--- src/rtl/fft_frame_pkg.sv ---
// Shared types and defaults for the FFT ping-pong frame writer.
package fft_frame_pkg;

  localparam int unsigned DEF_ADDR_W = 9;
  localparam int unsigned DEF_DATA_W = 32;

  typedef logic bank_t;

  typedef enum logic [2:0] {
    StIdle  = 3'd0,
    StWait  = 3'd1,
    StWrite = 3'd2,
    StDrop  = 3'd3,
    StAck   = 3'd4,
    StClr   = 3'd5
  } fsm_state_e;

endpackage

--- src/rtl/fft_bank_tracker.sv ---
// Per-bank full flags: set on frame completion, cleared on FFT release; set beats release.
module fft_bank_tracker
  import fft_frame_pkg::*;
(
  input  logic       clk,
  input  logic       rst,
  input  logic       set_en,
  input  bank_t      set_bank,
  input  logic       rel_en,
  input  bank_t      rel_bank,
  output logic [1:0] bank_full
);

  logic [1:0] full_d;

  // Release applied first so a same-bank set overrides it.
  always_comb begin
    full_d = bank_full;
    if (rel_en) full_d[rel_bank] = 1'b0;
    if (set_en) full_d[set_bank] = 1'b1;
  end

  always_ff @(posedge clk or posedge rst) begin
    if (rst) bank_full <= 2'b00;
    else     bank_full <= full_d;
  end

endmodule

--- src/rtl/fft_frame_writer.sv ---
// Writes ADC samples into a two-bank BRAM frame buffer with a flag/ack handshake.
// Optional FRAME_WRITER_DROP_CNT_EN adds a saturating drop_count output.
module fft_frame_writer
  import fft_frame_pkg::*;
#(
  parameter int unsigned ADDR_W = DEF_ADDR_W,
  parameter int unsigned DATA_W = DEF_DATA_W
) (
  input  logic              clk,
  input  logic              rst,
  input  logic              enable,
  input  logic [DATA_W-1:0] smp_data,
  input  logic              smp_valid,
  output logic              smp_ack,
  output logic              bram_we,
  output logic [ADDR_W:0]   bram_addr,
  output logic [DATA_W-1:0] bram_din,
  output logic              frame_done,
  output logic              frame_bank,
  input  logic              fft_release,
  input  logic              release_bank,
  output logic [1:0]        bank_full,
`ifdef FRAME_WRITER_DROP_CNT_EN
  output logic [15:0]       drop_count,
`endif
  output logic              overflow
);

  fsm_state_e        state;
  bank_t             wr_bank;
  logic [ADDR_W-1:0] wr_idx;
  logic              accept;
  logic              frame_end;

  assign accept    = (state == StWait) && enable && smp_valid && !bank_full[wr_bank];
  assign frame_end = accept && (&wr_idx);

  fft_bank_tracker u_bank_tracker (
    .clk       (clk),
    .rst       (rst),
    .set_en    (frame_end),
    .set_bank  (wr_bank),
    .rel_en    (fft_release),
    .rel_bank  (release_bank),
    .bank_full (bank_full)
  );

  // Outputs are registered on entry to a state so they are visible during that state.
  always_ff @(posedge clk or posedge rst) begin
    if (rst) begin
      state      <= StIdle;
      wr_bank    <= 1'b0;
      wr_idx     <= '0;
      smp_ack    <= 1'b0;
      bram_we    <= 1'b0;
      bram_addr  <= '0;
      bram_din   <= '0;
      frame_done <= 1'b0;
      frame_bank <= 1'b0;
      overflow   <= 1'b0;
`ifdef FRAME_WRITER_DROP_CNT_EN
      drop_count <= 16'd0;
`endif
    end else begin
      bram_we    <= 1'b0;
      frame_done <= 1'b0;
      smp_ack    <= 1'b0;
      unique case (state)
        StIdle: begin
          if (enable) state <= StWait;
        end
        StWait: begin
          if (!enable) begin
            state  <= StIdle;
            wr_idx <= '0;
          end else if (smp_valid) begin
            if (!bank_full[wr_bank]) begin
              state     <= StWrite;
              bram_we   <= 1'b1;
              bram_addr <= {wr_bank, wr_idx};
              bram_din  <= smp_data;
              wr_idx    <= wr_idx + ADDR_W'(1);
              if (&wr_idx) begin
                frame_done <= 1'b1;
                frame_bank <= wr_bank;
                wr_bank    <= ~wr_bank;
              end
            end else begin
              state    <= StDrop;
              overflow <= 1'b1;
`ifdef FRAME_WRITER_DROP_CNT_EN
              if (drop_count != 16'hFFFF) drop_count <= drop_count + 16'd1;
`endif
            end
          end
        end
        StWrite, StDrop: begin
          smp_ack <= 1'b1;
          state   <= StAck;
        end
        StAck: begin
          state <= StClr;
        end
        StClr: begin
          // Wait for the ADC to drop its flag so one sample never writes twice.
          if (!smp_valid) begin
            if (enable) begin
              state <= StWait;
            end else begin
              state  <= StIdle;
              wr_idx <= '0;
            end
          end
        end
        default: state <= StIdle;
      endcase
    end
  end

endmodule
--- config.mk ---
export PLATFORM = sky130hd
export DESIGN_NAME = fft_frame_writer
export DESIGN_NICKNAME = d
export VERILOG_FILES = /design/src/rtl/fft_frame_pkg.sv /design/src/rtl/fft_bank_tracker.sv /design/src/rtl/fft_frame_writer.sv
export SDC_FILE = /design/constraint.sdc
export NUM_CORES = 1
export LEC_CHECK = 0
export CAP_MARGIN = 20
export CELL_PAD_IN_SITES_DETAIL_PLACEMENT = 0
export CELL_PAD_IN_SITES_GLOBAL_PLACEMENT = 1
export CORE_AREA = 4 4 90 92
export DETAILED_ROUTE_END_ITERATION = 10
export DIE_AREA = 0 0 94 96
export GPL_ROUTABILITY_DRIVEN = 1
export GPL_TIMING_DRIVEN = 1
export PLACE_DENSITY = 0.91
export SYNTH_ARGS = -nofsm -noshare
export SYNTH_HDL_FRONTEND = slang
export SYNTH_SLANG_ARGS = --single-unit
--- constraint.sdc ---
create_clock -name clk -period 3.5 [get_ports clk]
set_clock_uncertainty 0.1 [all_clocks]
set_input_delay 1.05 -clock clk [delete_from_list [all_inputs] [get_ports clk]]
set_output_delay 1.05 -clock clk [all_outputs]
set_load 0.01 [all_outputs]
==> metrics.cfg, run 1 <==
[run_status]
run_status = complete, no violations

[setup_path]
r2r_cells = 7
cp_top_family = buffers and inverters
cp.required_ps = 3590
end_kind = flop
max_stage_delay_ps = 490
crit_fanout = 52
ff2ff_setup_slack_ps = 1280
arrival_ps = 3080
crit_buf_inv = 4
r2r-end = wr_idx[7]$_DFFE_PP0P_
cp_slowest_cell = clkdlybuf4s50_1
path_cells = clkdlybuf4s50_1 > and4bb_2 > nand3_4 > buf_4 > clkinv_1 > buf_12 > a41oi_1 > a31oi_1
cp-start-kind = primary input
path_class = in -> reg
r2r_start = state[2]$_DFFE_PP0P_

[grt]
grt_pass1_vias = 2142
grt_antenna_before_repair = 0
globalRouteMet3Util_pct = 5.16
grt_max_degree = 53
grt_pass1_wl_mm = 9.85
busiest_layer = met2
grt_usage_pct = 13.9
globalRouteMet1Util_pct = 16.7
grt.met2_usage_pct = 23.8
overflow = 0

[timing]
min_period_ps = 2980
setup_tns_ps = 0
worst_pin_slew_ps = 501
rsz0062_at_grt = no
setup_viol = 0
slew_viol_final = 0
finalHoldViolations = 0
max_freq_ghz = 0.335
fin_crit_sh_pct = 85.3
max-slew-margin-rel_pct = 66.5

[floorplanning]
rows = 31
ios = 87
die_area_mm2 = 0.00902
die_h_um = 96
fp.dieW_um = 94
initial_utilization_pct = 35.5
design.core.area_mm2 = 0.00721

[power]
p_leak_nw = 1.78
p_total_mw = 2.49
vdd_drop_max_uv = 254
power_frac_seq_pct = 42.4
power_density_mw_per_mm2 = 667
p_clk_share_pct = 23.1
p_int_mw = 1.72
switchingPower_mw = 0.773
p_comb_share_pct = 34.5
swShare_pct = 31.0

[place]
dp_hpwl_mm = 4.15
gp_congestion = 0.734
portBuffers = 86

[layout]
final_nets = 401
drive_above_1_share_pct = 7.38
syn2layout_area_growth_pct = 46.0
utilization_pct = 51.8
antenna_cells = 0

[yosys]
synth_common_cells = 132 x nand2_1, 62 x dfrtp_1, 10 x clkbuf_1, 7 x o21ai_0
synth_async_sr_flop_share_pct = 100
synthDistinctLibCells = 37
synth_cells = 271
syn_avg_cell_area_um2 = 9.44
yosysTopAreaCell = dfrtp_1
ys.flop_type = dfrtp_1
syn_area_mm2 = 0.00256
synth_edf_count = 0
yosysWarnings = 0
yosysSeqAreaShare_pct = 60.6
synthDominantCellAreaShare_pct = 60.6
syn-num-nets = 311
ys_top_cells_by_area = dfrtp_1 61%, nand2_1 19%, clkbuf_1 1.5%, o21ai_0 1.4%, a31oi_1 0.98%
ys_ff_latch = 62
synth.most_common_cell = nand2_1

[cts]
htreeDepth = 3
cts_hold_buffers = 0
cts_setup_buffers = 0
cts.sinks = 62
numCtsBuffers = 9
clockBufferDepth = 2
cts-root-buf = clkbuf_8
cts_tree = yes
post_cts_resized = 0
path_clk_slew_ps = 60
clock_latency_ps = 320

[min_path]
holdPathEnd = bram_din[9]$_DFFE_PP0P_
hold_depth = 2
hold_class = reg -> reg
hold_path.startpoint = bram_din[9]$_DFFE_PP0P_

[drt]
avgViaCountPerCell = 4.60
ant_nets = 0
drtPass1Iterations = 5
vias = 2141
postRouteWirelength_mm = 5.94
route.detailed.drc = 0
drtIter0Drc = 77
wl_per_cell_um = 12.8

[flow_run]
maxCapViolations = 0

## through the flow
stage | hold WS [ps] | cells | setup WS, ps | cell area, um2
2_1_floorplan | 346 | 271 | 809 | 2560
3_3_place_gp | 359 | 449 | 202 | 3550
3_5_place_dp | 361 | 449 | 176 | 3550
4_1_cts | 377 | 465 | 521 | 3740
5_1_grt | 405 | 465 | 398 | 3740
6_report | 374 | 465 | 516 | 3740
## worst max-delay path by stage
stage                    from                       end  slack [ps]  cells after the start
finish              smp_valid     wr_idx[7]$_DFFE_PP0P_         520                      8
global route        smp_valid     wr_idx[7]$_DFFE_PP0P_         400                      8
CTS                 smp_valid     wr_idx[7]$_DFFE_PP0P_         520                      8
detailed placement  smp_valid     wr_idx[7]$_DFFE_PP0P_         180                      8
global placement    smp_valid     wr_idx[7]$_DFFE_PP0P_         200                      8
floorplan                 rst  bram_addr[0]$_DFFE_PP0P_         810                      1
## worst reg2reg max path, cell delays in order, from the launching register on
cell      delay, ps
dfrtp_1         460
and4bb_2        300
nand3_4          80
buf_4           400
clkinv_1        250
buf_12          230
a41oi_1         220
a31oi_1          50
## power groups by stage
stage | logic (mW) | clock network [mW] | registers (mW)
4_1_cts | 0.877 | 0.594 | 1.06
3_5_place_dp | 0.871 | 0 | 1.07
5_1_grt | 0.950 | 0.632 | 1.09
6_report | 0.859 | 0.575 | 1.06
3_3_place_gp | 0.852 | 0 | 1.07
2_1_floorplan | 0.279 | 0 | 1.15
## registers in the layout (all words and copies together) (netlist names), 2 cells and up
register	flops
bram_addr	10
u_bank_tracker.bank_full	2
bram_din	32
state	3
wr_idx	9
## kinds of logic after synthesis
family	count (synthesis)	synth area share [%]
XOR/XNOR	1	0.342
AO/OA/AOI/OAI	25	6.45
adder cells (fa/ha/maj)	2	0.978
buffers and inverters	18	2.93
multiplexers	3	1.86
AND/OR/NAND/NOR	160	26.8
flip-flops	62	60.6
## cells in the final DEF (no fill, tap or decap), drive strengths merged
master         instances
a21oi                  2
inv                    6
and3                   3
clkinv                 3
ha                     2
a31oi                  4
and4bb                 1
nand4b                 1
nand2b                 1
a21boi                 1
nand3b                 2
a22o                   2
or4b                   1
mux2                   1
and2                   1
or2                    1
nor3b                  2
nor2                   6
buf                    4
nand3                  6
clkdlybuf4s50         86
clkinvlp               1
mux2i                  2
o21bai                 1
a211o                  1
clkbuf                13
nand2                132
o211ai                 1
o21ai                  7
and3b                  1
xnor2                  1
a211oi                 2
nor2b                  1
or4                    1
o31ai                  3
dfrtp                 62
a41oi                  1
## routing by layer
| layer | vias up | part of all wire [%] |
|---|---|---|
| met5 | - | 0 |
| li1 | 1050 | - |
| met3 | 6 | 6.5 |
| met4 | 0 | 0.81 |
| met1 | 1023 | 44 |
| met2 | 62 | 49 |
## final cells by class
cell class                 instances  area [um2]
sequential                        62        1550
multi-input combinational        191         932
timing repair buffer              90         916
clock inverter                     3        17.5
fill                             692        3480
tap                               99         124
clock buffer                      13         169
inverter                           7        26.3
Power figures use the tool's default switching activity.
==> run 2, diff against run 1 <==
Clock period 3.5 ns to 3.8 ns, I/O delays scaled along.
==> metrics.cfg, run 2 (synthesis gave the netlist of run 1 again) <==
[run_status]
run_status = complete, no violations

[floorplanning]
die_h_um = 96  ; unchanged
initial_utilization_pct = 35.5  ; unchanged
rows = 31  ; unchanged
ios = 87  ; unchanged
design.core.area_mm2 = 0.00721  ; unchanged
die_area_mm2 = 0.00902  ; unchanged
fp.dieW_um = 94  ; unchanged

[place]
dpl_cell_area_mm2 = 0.00354  ; -0.28%
portBuffers = 86  ; unchanged
gp_congestion = 0.759  ; +3.3%
dp_hpwl_mm = 4.32  ; +4.1%

[grt]
grt_usage_pct = 14.1  ; +0.15 points
grt_max_degree = 45  ; -15%
grt_pass1_vias = 2143  ; +0.047%
grt.met2_usage_pct = 24.4  ; +0.53 points
busiest_layer = met2
globalRouteMet3Util_pct = 3.99  ; -1.2 points
overflow = 0  ; unchanged
globalRouteMet1Util_pct = 16.5  ; -0.14 points
grt_pass1_wl_mm = 9.98  ; +1.4%
grt_antenna_before_repair = 0  ; unchanged

[cts]
path_clk_slew_ps = 60  ; about the same
htreeDepth = 3  ; unchanged
cts_hold_buffers = 0  ; unchanged
clockBufferDepth = 2  ; unchanged
post_cts_resized = 0  ; unchanged
cts_setup_buffers = 0  ; unchanged
numCtsBuffers = 9  ; unchanged
clock_latency_ps = 320  ; about the same
cts_tree = yes
cts.sinks = 62  ; unchanged
cts-root-buf = clkbuf_8

[min_path]
hold_class = reg -> reg

[drt]
postRouteWirelength_mm = 6.04  ; +1.6%
wl_per_cell_um = 13.0  ; +1.4%
vias = 2148  ; +0.33%
route.detailed.drc = 0  ; unchanged
drtIter0Drc = 51  ; -34%
ant_nets = 0  ; unchanged
avgViaCountPerCell = 4.61  ; +0.11%
drtPass1Iterations = 4  ; -1

[timing]
fin_crit_sh_pct = 75.4
finalHoldViolations = 0  ; unchanged
max_freq_ghz = 0.349
min_period_ps = 2870
worst_pin_slew_ps = 586  ; +84.4 ps
max-slew-margin-rel_pct = 60.6  ; -5.9 points
slew_viol_final = 0  ; unchanged
rsz0062_at_grt = no
setup_viol = 0  ; unchanged
setup_tns_ps = 0  ; unchanged

[setup_path]
arrival_ps = 2970  ; -110 ps
crit_buf_inv = 1  ; -3
cp.required_ps = 3910  ; +320 ps
cp_slowest_cell = clkdlybuf4s50_1
path_class = in -> reg
cp_top_family = simple AND/OR/NAND/NOR gates
max_stage_delay_ps = 590  ; +100 ps
cp-start-kind = primary input
end_kind = flop
path_cells = clkdlybuf4s50_1 > and4bb_2 > nand3_4 > or4_4 > mux2_4
crit_fanout = 7  ; -87%

[layout]
reg_top3 = bram_din x32, bram_addr x10, wr_idx x9
design_area_mm2 = 0.00371  ; -0.60%
syn2layout_area_growth_pct = 45.1
fillCellCount = 683  ; -1.3%
drive_above_1_share_pct = 7.90  ; +0.52 points
final_common_cell = nand2_1
max_flop_register = bram_din
final_nets = 403  ; +0.50%
largest_reg_flops = 32  ; unchanged
layout_common_cells = 132 x nand2_1, 86 x clkdlybuf4s50_1, 62 x dfrtp_1
antenna_cells = 0  ; unchanged

[power]
power_density_mw_per_mm2 = 611  ; -8.4%
p_leak_nw = 1.78  ; about the same
vdd_drop_max_uv = 199  ; -22%

[flow_run]
maxCapViolations = 0  ; unchanged

-- run 2: where the power goes --
part / internal, mW / switching, mW
clock network: 0.265 / 0.240
registers: 0.854 / 0.116
logic: 0.438 / 0.355
-- run 2: layout make-up --
type	instances	area [um2]	share of cell area, %
Clock buffer	11	151	4.08
Multi-Input combinational cell	191	932	25.1
Sequential cell	62	1550	41.8
Tap cell	99	124	3.34
Clock inverter	4	22.5	0.606
Timing Repair Buffer	92	906	24.4
Inverter	7	26.3	0.708
-- run 2: worst paths after layout --
path                       depth (start not counted)  slack [ps]                     start                  endpoint
max                                                5         930                 smp_valid    frame_bank$_DFFE_PP0P_
min                                                2         370  bram_din[18]$_DFFE_PP0P_  bram_din[18]$_DFFE_PP0P_
max reg2reg                                        4        1740       wr_bank$_DFFE_PP0P_    frame_bank$_DFFE_PP0P_
min reg2reg                                        2         370  bram_din[18]$_DFFE_PP0P_  bram_din[18]$_DFFE_PP0P_
max in group asynchronous                          3        1890                       rst     wr_idx[1]$_DFFE_PP0P_
min in group asynchronous                          2        1030                       rst  bram_din[21]$_DFFE_PP0P_
-- run 2: routing by layer --
layer / wire [um] / part of all wire (%)
met3: 396 / 6.6
met2: 2990 / 50
met4: 70 / 1.2
met5: 0 / 0
met1: 2580 / 43
-- run 2: worst register-to-register path, delay by kind of cell (launching register included) --
kind,cells,cell delay (ps)
and+or+nand+nor,2,660
DFF,1,510
muxes,2,680
-- run 2: through the flow --
stage | utilization [%] | total power [mW] | setup WS [ps] | hold WS [ps] | instances
2_1_floorplan | - | 1.31 | 1020 | 346 | 271
3_3_place_gp | 49.1 | 1.77 | 632 | 356 | 451
3_5_place_dp | 49.1 | 1.79 | 604 | 361 | 451
4_1_cts | 51.5 | 2.31 | 953 | 377 | 466
5_1_grt | 51.5 | 2.44 | 895 | 397 | 466
6_report | 51.5 | 2.27 | 933 | 373 | 466
